## config.mk

```make
export PLATFORM = sky130hd
export DESIGN_NAME = mips8_ctrl_fsm_flat
export DESIGN_NICKNAME = d
export VERILOG_FILES = /design/src/rtl/mips8_ctrl_if.sv /design/src/rtl/mips8_ctrl_fsm.sv /design/src/flat_wrapper.sv
export SDC_FILE = /design/constraint.sdc
export NUM_CORES = 1
export LEC_CHECK = 0
export ABC_AREA = 1
export CAP_MARGIN = 5
export CORE_UTILIZATION = 47
export CTS_BUF_LIST = sky130_fd_sc_hd__clkbuf_8 sky130_fd_sc_hd__clkbuf_16
export CTS_CLUSTER_DIAMETER = 60
export CTS_CLUSTER_SIZE = 20
export DETAILED_ROUTE_END_ITERATION = 10
export GPL_ROUTABILITY_DRIVEN = 0
export GPL_TIMING_DRIVEN = 1
export HOLD_SLACK_MARGIN = 0.06
export PLACE_DENSITY_LB_ADDON = 0.08
export SYNTH_ARGS = -nofsm -noshare
export SYNTH_HDL_FRONTEND = slang
export SYNTH_SLANG_ARGS = --single-unit
export TNS_END_PERCENT = 30
```

## constraint.sdc

```tcl
create_clock -name clk -period 1.45 [get_ports clk]
set_input_delay 0.145 -clock clk [delete_from_list [all_inputs] [get_ports clk]]
set_output_delay 0.145 -clock clk [all_outputs]
set_load 0.1 [all_outputs]
```

## src/rtl/mips8_ctrl_if.sv

```systemverilog
// mips8_ctrl_if: control-unit <-> datapath bundle for the 8-bit MIPS core.
//   master : the control FSM (drives enables/selects, receives opcode/flags)
//   slave  : the datapath / memory side (or a testbench standing in for it)
// Inputs to the controller : start, opcode, funct, zero, mem_ready
// Outputs of the controller: pc_we, pc_src, ir_we, reg_we, reg_dst, alu_src_b,
//                            ext_sel, alu_op, mem_rd, mem_wr, mem_to_reg,
//                            halted, trap, retired
interface mips8_ctrl_if #(
    parameter int RETIRE_W = 8
);
    logic                start;
    logic [3:0]          opcode;
    logic [2:0]          funct;
    logic                zero;
    logic                mem_ready;
    logic                pc_we;
    logic [1:0]          pc_src;
    logic                ir_we;
    logic                reg_we;
    logic                reg_dst;
    logic                alu_src_b;
    logic                ext_sel;
    logic [2:0]          alu_op;
    logic                mem_rd;
    logic                mem_wr;
    logic                mem_to_reg;
    logic                halted;
    logic                trap;
    logic [RETIRE_W-1:0] retired;

    modport master (
        input  start, opcode, funct, zero, mem_ready,
        output pc_we, pc_src, ir_we, reg_we, reg_dst, alu_src_b, ext_sel,
               alu_op, mem_rd, mem_wr, mem_to_reg, halted, trap, retired
    );

    modport slave (
        output start, opcode, funct, zero, mem_ready,
        input  pc_we, pc_src, ir_we, reg_we, reg_dst, alu_src_b, ext_sel,
               alu_op, mem_rd, mem_wr, mem_to_reg, halted, trap, retired
    );
endinterface

```

## src/rtl/mips8_ctrl_fsm.sv

```systemverilog
// mips8_ctrl_fsm: multi-cycle control unit for the 8-bit MIPS datapath.
// Ports: clk (rising edge), rst_n (async, active low), bus (mips8_ctrl_if.master)
// carrying the opcode/flag inputs and every datapath enable/select output.
//
// state    | meaning
// IDLE     | waiting for start
// FETCH    | load IR, PC <= PC+1
// DECODE   | dispatch on opcode
// EXEC_R   | R-type ALU op (alu_op = funct)
// WB_R     | write rd, retire
// EXEC_I   | immediate ALU op
// WB_I     | write rt, retire
// ADDR     | effective address = rs + sext(imm)
// MEM_RD   | load strobe, wait for mem_ready
// MEM_WR   | store strobe, wait for mem_ready (retire on ready)
// WB_MEM   | write loaded data, retire
// BRANCH   | compare, conditional PC load, retire
// JUMP     | PC <= jump target, retire
// HALT     | stopped (retired on entry), reset only
// TRAP     | illegal opcode / memory timeout, reset only
module mips8_ctrl_fsm #(
    parameter int RETIRE_W     = 8,
    parameter int MEM_WAIT_MAX = 15
) (
    input  logic          clk,
    input  logic          rst_n,
    mips8_ctrl_if.master  bus
);
    localparam int WAIT_W = $clog2(MEM_WAIT_MAX + 1);

    localparam logic [3:0] OP_R    = 4'b0000;
    localparam logic [3:0] OP_ADDI = 4'b0001;
    localparam logic [3:0] OP_ANDI = 4'b0010;
    localparam logic [3:0] OP_ORI  = 4'b0011;
    localparam logic [3:0] OP_LW   = 4'b0100;
    localparam logic [3:0] OP_SW   = 4'b0101;
    localparam logic [3:0] OP_BEQ  = 4'b0110;
    localparam logic [3:0] OP_BNE  = 4'b0111;
    localparam logic [3:0] OP_J    = 4'b1000;
    localparam logic [3:0] OP_HALT = 4'b1111;

    typedef enum logic [3:0] {
        S_IDLE, S_FETCH, S_DECODE, S_EXEC_R, S_WB_R, S_EXEC_I, S_WB_I, S_ADDR,
        S_MEM_RD, S_MEM_WR, S_WB_MEM, S_BRANCH, S_JUMP, S_HALT, S_TRAP
    } state_t;

    state_t              state_q, state_d;
    logic [WAIT_W-1:0]   wait_q, wait_d;
    logic [RETIRE_W-1:0] retired_q;
    logic                retire;

    logic       pc_we, ir_we, reg_we, reg_dst, alu_src_b, ext_sel;
    logic       mem_rd, mem_wr, mem_to_reg, halted, trap;
    logic [1:0] pc_src;
    logic [2:0] alu_op;
    logic [2:0] imm_alu_op;

    assign imm_alu_op = (bus.opcode == OP_ANDI) ? 3'b010 :
                        (bus.opcode == OP_ORI)  ? 3'b011 : 3'b000;

    always_ff @(posedge clk or negedge rst_n) begin
        if (!rst_n) begin
            state_q   <= S_IDLE;
            wait_q    <= '0;
            retired_q <= '0;
        end else begin
            state_q <= state_d;
            wait_q  <= wait_d;
            if (retire) retired_q <= retired_q + 1'b1;
        end
    end

    always_comb begin
        state_d    = state_q;
        wait_d     = wait_q;
        retire     = 1'b0;
        pc_we      = 1'b0;
        pc_src     = 2'b00;
        ir_we      = 1'b0;
        reg_we     = 1'b0;
        reg_dst    = 1'b0;
        alu_src_b  = 1'b0;
        ext_sel    = 1'b0;
        alu_op     = 3'b000;
        mem_rd     = 1'b0;
        mem_wr     = 1'b0;
        mem_to_reg = 1'b0;
        halted     = 1'b0;
        trap       = 1'b0;
        case (state_q)
            S_IDLE: if (bus.start) state_d = S_FETCH;
            S_FETCH: begin
                ir_we   = 1'b1;
                pc_we   = 1'b1;
                state_d = S_DECODE;
            end
            S_DECODE: begin
                case (bus.opcode)
                    OP_R:                      state_d = S_EXEC_R;
                    OP_ADDI, OP_ANDI, OP_ORI:  state_d = S_EXEC_I;
                    OP_LW, OP_SW:              state_d = S_ADDR;
                    OP_BEQ, OP_BNE:            state_d = S_BRANCH;
                    OP_J:                      state_d = S_JUMP;
                    OP_HALT: begin
                        state_d = S_HALT;
                        retire  = 1'b1;
                    end
                    default:                   state_d = S_TRAP;
                endcase
            end
            S_EXEC_R: begin
                alu_op  = bus.funct;
                state_d = S_WB_R;
            end
            S_WB_R: begin
                alu_op  = bus.funct;
                reg_we  = 1'b1;
                reg_dst = 1'b1;
                retire  = 1'b1;
                state_d = S_FETCH;
            end
            S_EXEC_I, S_WB_I: begin
                alu_src_b = 1'b1;
                ext_sel   = (bus.opcode == OP_ADDI);
                alu_op    = imm_alu_op;
                if (state_q == S_WB_I) begin
                    reg_we  = 1'b1;
                    retire  = 1'b1;
                    state_d = S_FETCH;
                end else begin
                    state_d = S_WB_I;
                end
            end
            S_ADDR: begin
                alu_src_b = 1'b1;
                ext_sel   = 1'b1;
                state_d   = (bus.opcode == OP_LW) ? S_MEM_RD : S_MEM_WR;
            end
            S_MEM_RD, S_MEM_WR: begin
                alu_src_b = 1'b1;
                ext_sel   = 1'b1;
                mem_rd    = (state_q == S_MEM_RD);
                mem_wr    = (state_q == S_MEM_WR);
                if (bus.mem_ready) begin
                    wait_d = '0;
                    if (state_q == S_MEM_RD) begin
                        state_d = S_WB_MEM;
                    end else begin
                        state_d = S_FETCH;
                        retire  = 1'b1;
                    end
                end else if (wait_q == WAIT_W'(MEM_WAIT_MAX - 1)) begin
                    // this is the MEM_WAIT_MAX-th cycle without ready
                    wait_d  = '0;
                    state_d = S_TRAP;
                end else begin
                    wait_d = wait_q + 1'b1;
                end
            end
            S_WB_MEM: begin
                reg_we     = 1'b1;
                mem_to_reg = 1'b1;
                retire     = 1'b1;
                state_d    = S_FETCH;
            end
            S_BRANCH: begin
                alu_op  = 3'b001;
                ext_sel = 1'b1;
                pc_src  = 2'b01;
                // the only Mealy term: taken = zero for BEQ, !zero for BNE
                pc_we   = bus.zero ^ (bus.opcode == OP_BNE);
                retire  = 1'b1;
                state_d = S_FETCH;
            end
            S_JUMP: begin
                pc_we   = 1'b1;
                pc_src  = 2'b10;
                retire  = 1'b1;
                state_d = S_FETCH;
            end
            S_HALT: halted = 1'b1;
            S_TRAP: begin
                halted = 1'b1;
                trap   = 1'b1;
            end
            default: state_d = S_IDLE;
        endcase
    end

    assign bus.pc_we      = pc_we;
    assign bus.pc_src     = pc_src;
    assign bus.ir_we      = ir_we;
    assign bus.reg_we     = reg_we;
    assign bus.reg_dst    = reg_dst;
    assign bus.alu_src_b  = alu_src_b;
    assign bus.ext_sel    = ext_sel;
    assign bus.alu_op     = alu_op;
    assign bus.mem_rd     = mem_rd;
    assign bus.mem_wr     = mem_wr;
    assign bus.mem_to_reg = mem_to_reg;
    assign bus.halted     = halted;
    assign bus.trap       = trap;
    assign bus.retired    = retired_q;
endmodule
```

## src/flat_wrapper.sv

```systemverilog
// flat-port wrapper written by rule: the top's interface ports become plain ports
module mips8_ctrl_fsm_flat 
#(
    parameter int RETIRE_W     = 8,
    parameter int MEM_WAIT_MAX = 15
)
  (clk, rst_n, bus_start, bus_opcode, bus_funct, bus_zero, bus_mem_ready, bus_pc_we, bus_pc_src, bus_ir_we, bus_reg_we, bus_reg_dst, bus_alu_src_b, bus_ext_sel, bus_alu_op, bus_mem_rd, bus_mem_wr, bus_mem_to_reg, bus_halted, bus_trap, bus_retired);
  mips8_ctrl_if #(.RETIRE_W(RETIRE_W)) bus_i ();
  input  logic clk;
  input  logic rst_n;
  input wire logic [$bits(bus_i.start)-1:0] bus_start;
  input wire logic [$bits(bus_i.opcode)-1:0] bus_opcode;
  input wire logic [$bits(bus_i.funct)-1:0] bus_funct;
  input wire logic [$bits(bus_i.zero)-1:0] bus_zero;
  input wire logic [$bits(bus_i.mem_ready)-1:0] bus_mem_ready;
  output wire logic [$bits(bus_i.pc_we)-1:0] bus_pc_we;
  output wire logic [$bits(bus_i.pc_src)-1:0] bus_pc_src;
  output wire logic [$bits(bus_i.ir_we)-1:0] bus_ir_we;
  output wire logic [$bits(bus_i.reg_we)-1:0] bus_reg_we;
  output wire logic [$bits(bus_i.reg_dst)-1:0] bus_reg_dst;
  output wire logic [$bits(bus_i.alu_src_b)-1:0] bus_alu_src_b;
  output wire logic [$bits(bus_i.ext_sel)-1:0] bus_ext_sel;
  output wire logic [$bits(bus_i.alu_op)-1:0] bus_alu_op;
  output wire logic [$bits(bus_i.mem_rd)-1:0] bus_mem_rd;
  output wire logic [$bits(bus_i.mem_wr)-1:0] bus_mem_wr;
  output wire logic [$bits(bus_i.mem_to_reg)-1:0] bus_mem_to_reg;
  output wire logic [$bits(bus_i.halted)-1:0] bus_halted;
  output wire logic [$bits(bus_i.trap)-1:0] bus_trap;
  output wire logic [$bits(bus_i.retired)-1:0] bus_retired;
  assign bus_i.start = bus_start;
  assign bus_i.opcode = bus_opcode;
  assign bus_i.funct = bus_funct;
  assign bus_i.zero = bus_zero;
  assign bus_i.mem_ready = bus_mem_ready;
  assign bus_pc_we = bus_i.pc_we;
  assign bus_pc_src = bus_i.pc_src;
  assign bus_ir_we = bus_i.ir_we;
  assign bus_reg_we = bus_i.reg_we;
  assign bus_reg_dst = bus_i.reg_dst;
  assign bus_alu_src_b = bus_i.alu_src_b;
  assign bus_ext_sel = bus_i.ext_sel;
  assign bus_alu_op = bus_i.alu_op;
  assign bus_mem_rd = bus_i.mem_rd;
  assign bus_mem_wr = bus_i.mem_wr;
  assign bus_mem_to_reg = bus_i.mem_to_reg;
  assign bus_halted = bus_i.halted;
  assign bus_trap = bus_i.trap;
  assign bus_retired = bus_i.retired;
  mips8_ctrl_fsm #(.RETIRE_W(RETIRE_W), .MEM_WAIT_MAX(MEM_WAIT_MAX)) u_core (.clk(clk), .rst_n(rst_n), .bus(bus_i));
endmodule
```

==> results of run 1 <==
==> through the flow <==
step	instance area (um^2)	utilization, %
after floorplan	1400	-
after global placement	2330	92.5
after detailed placement	2330	92.5
==> cells by family after synthesis <==
family,Yosys count
compound gates,14
xor+xnor,8
flops,16
simple gates,119
buf+inv,24
fa+ha+maj,3
==> flow_metrics.env, run 1 <==
export IMPL_stop_stage="clock tree synthesis"
export IMPL_synthTopCellsByCount="54 x nand2_1, 25 x nand3_1, 19 x inv_1, 19 x nor2_1, 16 x dfrtp_1"
export IMPL_yosys_register_bits=16
export IMPL_yosysMostFrequentCell="nand2_1"
export IMPL_die_w_um=54.1
export IMPL_yosys_area_share_simple_pct=46.1
export IMPL_synth_edff_count=0
export IMPL_start_util_pct=50.5
export IMPL_synth_compound_area_share_pct=6.97
export IMPL_error_line="[ERROR DPL-0038] Utilization greater than 100%, impossible to legalize"
export IMPL_yosysTopAreaCell="dfrtp_1"
export IMPL_synth_async_reset_ratio_pct=100
export IMPL_synthAdderAreaFrac_pct=2.94
export IMPL_syn_area_mm2=0.00127
export IMPL_ys_types=21
export IMPL_syn_nets=199
export IMPL_die_y_um=54.1
export IMPL_outcome="did not finish"
export IMPL_postCtsSetupBuffers=6
export IMPL_synth_area_leaders="dfrtp_1 31%, nand2_1 16%, nand3_1 9.8%"
export IMPL_cts_hold_buf=0
export IMPL_synth_xor_area_share_pct=5.50
export IMPL_synth_top_area_share_pct=31.4
export IMPL_dpl_worst_slack_ns=-0.185
export IMPL_numCtsBuffers=3
export IMPL_clockBufferDepth=2
export IMPL_dp_cells=288
export IMPL_dp_hpwl_um=3690
export IMPL_syn_area_per_cell_um2=6.93
export IMPL_io_pins=36
export IMPL_port_buffers=35
export IMPL_synth_area_mux_share_pct=0
export IMPL_clock_sinks=16
export IMPL_synth_top_family_by_area="simple AND/OR/NAND/NOR gates"
export IMPL_ys_warn_count=0
export IMPL_htreeDepth=1
export IMPL_cts_resized=31
export IMPL_rows=18
export IMPL_yosysSeqAreaShare_pct=31.4
export IMPL_clockRootBuffer="clkbuf_8"
export IMPL_synthCells=184
export IMPL_synth_flop_cell="dfrtp_1"
==> run 2: changes to the inputs <==
--- a/config.mk
+++ b/config.mk
@@ -7,15 +7,11 @@
 export LEC_CHECK = 0
 export ABC_AREA = 1
 export CAP_MARGIN = 5
-export CORE_UTILIZATION = 47
-export CTS_BUF_LIST = sky130_fd_sc_hd__clkbuf_8 sky130_fd_sc_hd__clkbuf_16
-export CTS_CLUSTER_DIAMETER = 60
-export CTS_CLUSTER_SIZE = 20
+export CORE_UTILIZATION = 35
 export DETAILED_ROUTE_END_ITERATION = 10
 export GPL_ROUTABILITY_DRIVEN = 0
 export GPL_TIMING_DRIVEN = 1
-export HOLD_SLACK_MARGIN = 0.06
-export PLACE_DENSITY_LB_ADDON = 0.08
+export PLACE_DENSITY_LB_ADDON = 0.15
 export SYNTH_ARGS = -nofsm -noshare
 export SYNTH_HDL_FRONTEND = slang
 export SYNTH_SLANG_ARGS = --single-unit
==> run 2 against run 1 <==
The flow now finishes, with violations (negative setup slack). Synthesized cell count did not move. Area after synthesis is the same.
==> flow_metrics.env, run 2 <==
export IMPL_outcome="complete, but fails checks"
export IMPL_violations="negative setup slack"
export IMPL_cp_startpoint="u_core.state_q[2]"
export IMPL_rows=21
export IMPL_core_area_mm2=0.00342
export IMPL_setup_viol=28
export IMPL_routedWlPerCell_um=12.9
export IMPL_cts_hold_buf=0
export IMPL_mostFrequentLayoutCells="47 x nand2_1, 34 x buf_4, 26 x buf_12"
export IMPL_antenna_found_initial=0
export IMPL_fin_cells=317
export IMPL_die_w_um=62.4
export IMPL_dp_hpwl_um=3080
export IMPL_maxSlewViolCount=0
export IMPL_die_area_mm2=0.00389
export IMPL_port_buffers=35
export IMPL_grt_max_degree=17
export IMPL_end_kind="output pin"
export IMPL_drive_gt1_share_pct=46.5
export IMPL_first_pass_iters=4
export IMPL_vias=1555
export IMPL_syn_nets=199
export IMPL_ys_types=21
export IMPL_timing_rr_end="u_core.state_q[0]"
export IMPL_reg2reg_from="u_core.state_q[1]"
export IMPL_syn_area_per_cell_um2=6.93
export IMPL_synth_flop_cell="dfrtp_1"
export IMPL_fill_cells=259
export IMPL_yosysSeqAreaShare_pct=31.4
export IMPL_remaining_drc_errors=0
export IMPL_critPathMaxFanout=3
export IMPL_multi_input_area_um2=981
export IMPL_synth_async_reset_ratio_pct=100
export IMPL_yosys_register_bits=16
export IMPL_synth_top_area_share_pct=31.4
export IMPL_ir_drop_v=0.000454
export IMPL_dp_cells=309
export IMPL_grt_overflow_total=0
export IMPL_clockRootBuffer="clkbuf_4"
export IMPL_die_y_um=62.4
export IMPL_fin_crit_ns=1.75
export IMPL_layout_commonest_cell="nand2_1"
export IMPL_fin_skew_ns=0.00903
export IMPL_power_density_mw_per_mm2=329
export IMPL_area_growth_pct=103
export IMPL_drt_antenna_violating_nets=0
export IMPL_n_antenna_cell=0
export IMPL_syn_area_mm2=0.00127
export IMPL_synth_area_leaders="dfrtp_1 31%, nand2_1 16%, nand3_1 9.8%"
export IMPL_cts_clk_slew_worst_paths_ns=0.11
export IMPL_drtIter0Drc=63
export IMPL_synthCells=184
export IMPL_clock_sinks=16
export IMPL_setup_ws_ns=-0.302
export IMPL_timing_final_crit_share_pct=121
export IMPL_clockBufferDepth=2
export IMPL_groute_usage_overall_pct=21.8
export IMPL_critPathLaunchType="register"
export IMPL_hold_viol_final=0
export IMPL_required_ns=1.31
export IMPL_max_freq_mhz=571
export IMPL_yosysMostFrequentCell="nand2_1"
export IMPL_worst_slew_pin_slew_ns=0.302
export IMPL_nNetsFinal=287
export IMPL_r2r_cells=11
export IMPL_grt_pass1_vias=1485
export IMPL_start_util_pct=37.3
export IMPL_power_leakage_nw=1.23
export IMPL_largest_register_ffs=8
export IMPL_arrival_ns=1.61
export IMPL_final_seq_area_um2=403
export IMPL_cts_tree="done"
export IMPL_synth_edff_count=0
export IMPL_io_pins=36
export IMPL_slew_limit_headroom_pct=79.6
export IMPL_crit_type="reg2out"
export IMPL_timing_max_cap_violations=0
export IMPL_numCtsBuffers=3
export IMPL_rsz0062_at_grt="true"
export IMPL_htreeDepth=1
export IMPL_grt_pass1_wl_um=6760
export IMPL_wirelength_um=4090
export IMPL_dpl_worst_slack_ns=-0.135
export IMPL_synthTopCellsByCount="54 x nand2_1, 25 x nand3_1, 19 x inv_1, 19 x nor2_1, 16 x dfrtp_1"
export IMPL_clk_latency_ns=0.30
export IMPL_ys_warn_count=0
export IMPL_regToRegSetupSlack_ns=-0.10
export IMPL_hold_class="in2async"
export IMPL_avgViaCountPerCell=4.91
export IMPL_yosysTopAreaCell="dfrtp_1"
-- run 2: cell families after synthesis --
| family | share of synthesized area, % |
|---|---|
| buffers and inverters | 7.07 |
| adders and majority gates | 2.94 |
| AOI/OAI and AO/OA | 6.97 |
| xor gates and xnor gates | 5.50 |
| and+or+nand+nor | 46.1 |
| DFF | 31.4 |
-- run 2: cell type report --
type / count / area share, %
clock buffer: 4 / 1.40
inverter: 24 / 3.67
multi-input combinational: 144 / 37.8
sequential: 16 / 15.5
tap: 46 / 2.22
timing repair buffer: 83 / 39.4
-- run 2: worst max-delay path: stages (launching register included) --
cell,delay [ns]
dfrtp_1,0.43
inv_2,0.07
nand2_1,0.13
nor2_4,0.06
nor2_4,0.12
inv_2,0.07
a21oi_4,0.17
o21ai_4,0.09
buf_12,0.17
-- run 2: through the flow --
step	hold WS [ns]	TNS, ns	power [W]	area, um^2	util (%)
after floorplan	-0.151	-5.33	0.000476	1400	-
after global placement	0.482	-0.157	0.000545	2400	70.3
after detailed placement	0.489	-0.469	0.000546	2400	70.3
after CTS	0.160	-4.53	0.000858	2540	74.3
after global routing	0.167	-6.11	0.000894	2590	75.9
final	0.160	-3.83	0.000854	2590	75.9
-- run 2: layer usage --
metal | vias to the layer above | wire length, um | global-route usage, %
li1 | 767 | - | -
met1 | 737 | 1690 | 26.1
met2 | 47 | 2180 | 40.8
met3 | 4 | 179 | 4.04
met4 | 0 | 37 | 3.20
met5 | - | 0 | 0
-- run 2: power by group --
part | total [W] | internal, W | switching (W)
Combinational | 0.0000953 | 0.0000503 | 0.0000450
Clock | 0.000313 | 0.000153 | 0.000160
Sequential | 0.000446 | 0.000446 | 0
Total | 0.000854 | 0.000649 | 0.000205
-- run 2: timing repair --
action                                  in CTS  in global routing
endpoints found under the setup margin      26                 29
buffers inserted                             3                  1
pin swaps                                    8                  3
resized for setup                           21                 15
-- run 2: worst max path at each step --
stage	to	slack, ns	depth (start not counted)
3_3_place_gp	bus_pc_we	-0.06	6
6_report	bus_alu_op[0]	-0.30	8
4_1_cts	bus_alu_op[0]	-0.31	6
2_1_floorplan	bus_alu_op[2]	-0.47	5
3_5_place_dp	bus_alu_op[1]	-0.14	7
5_1_grt	bus_ext_sel	-0.40	7
(Power assumes the default switching activity.)
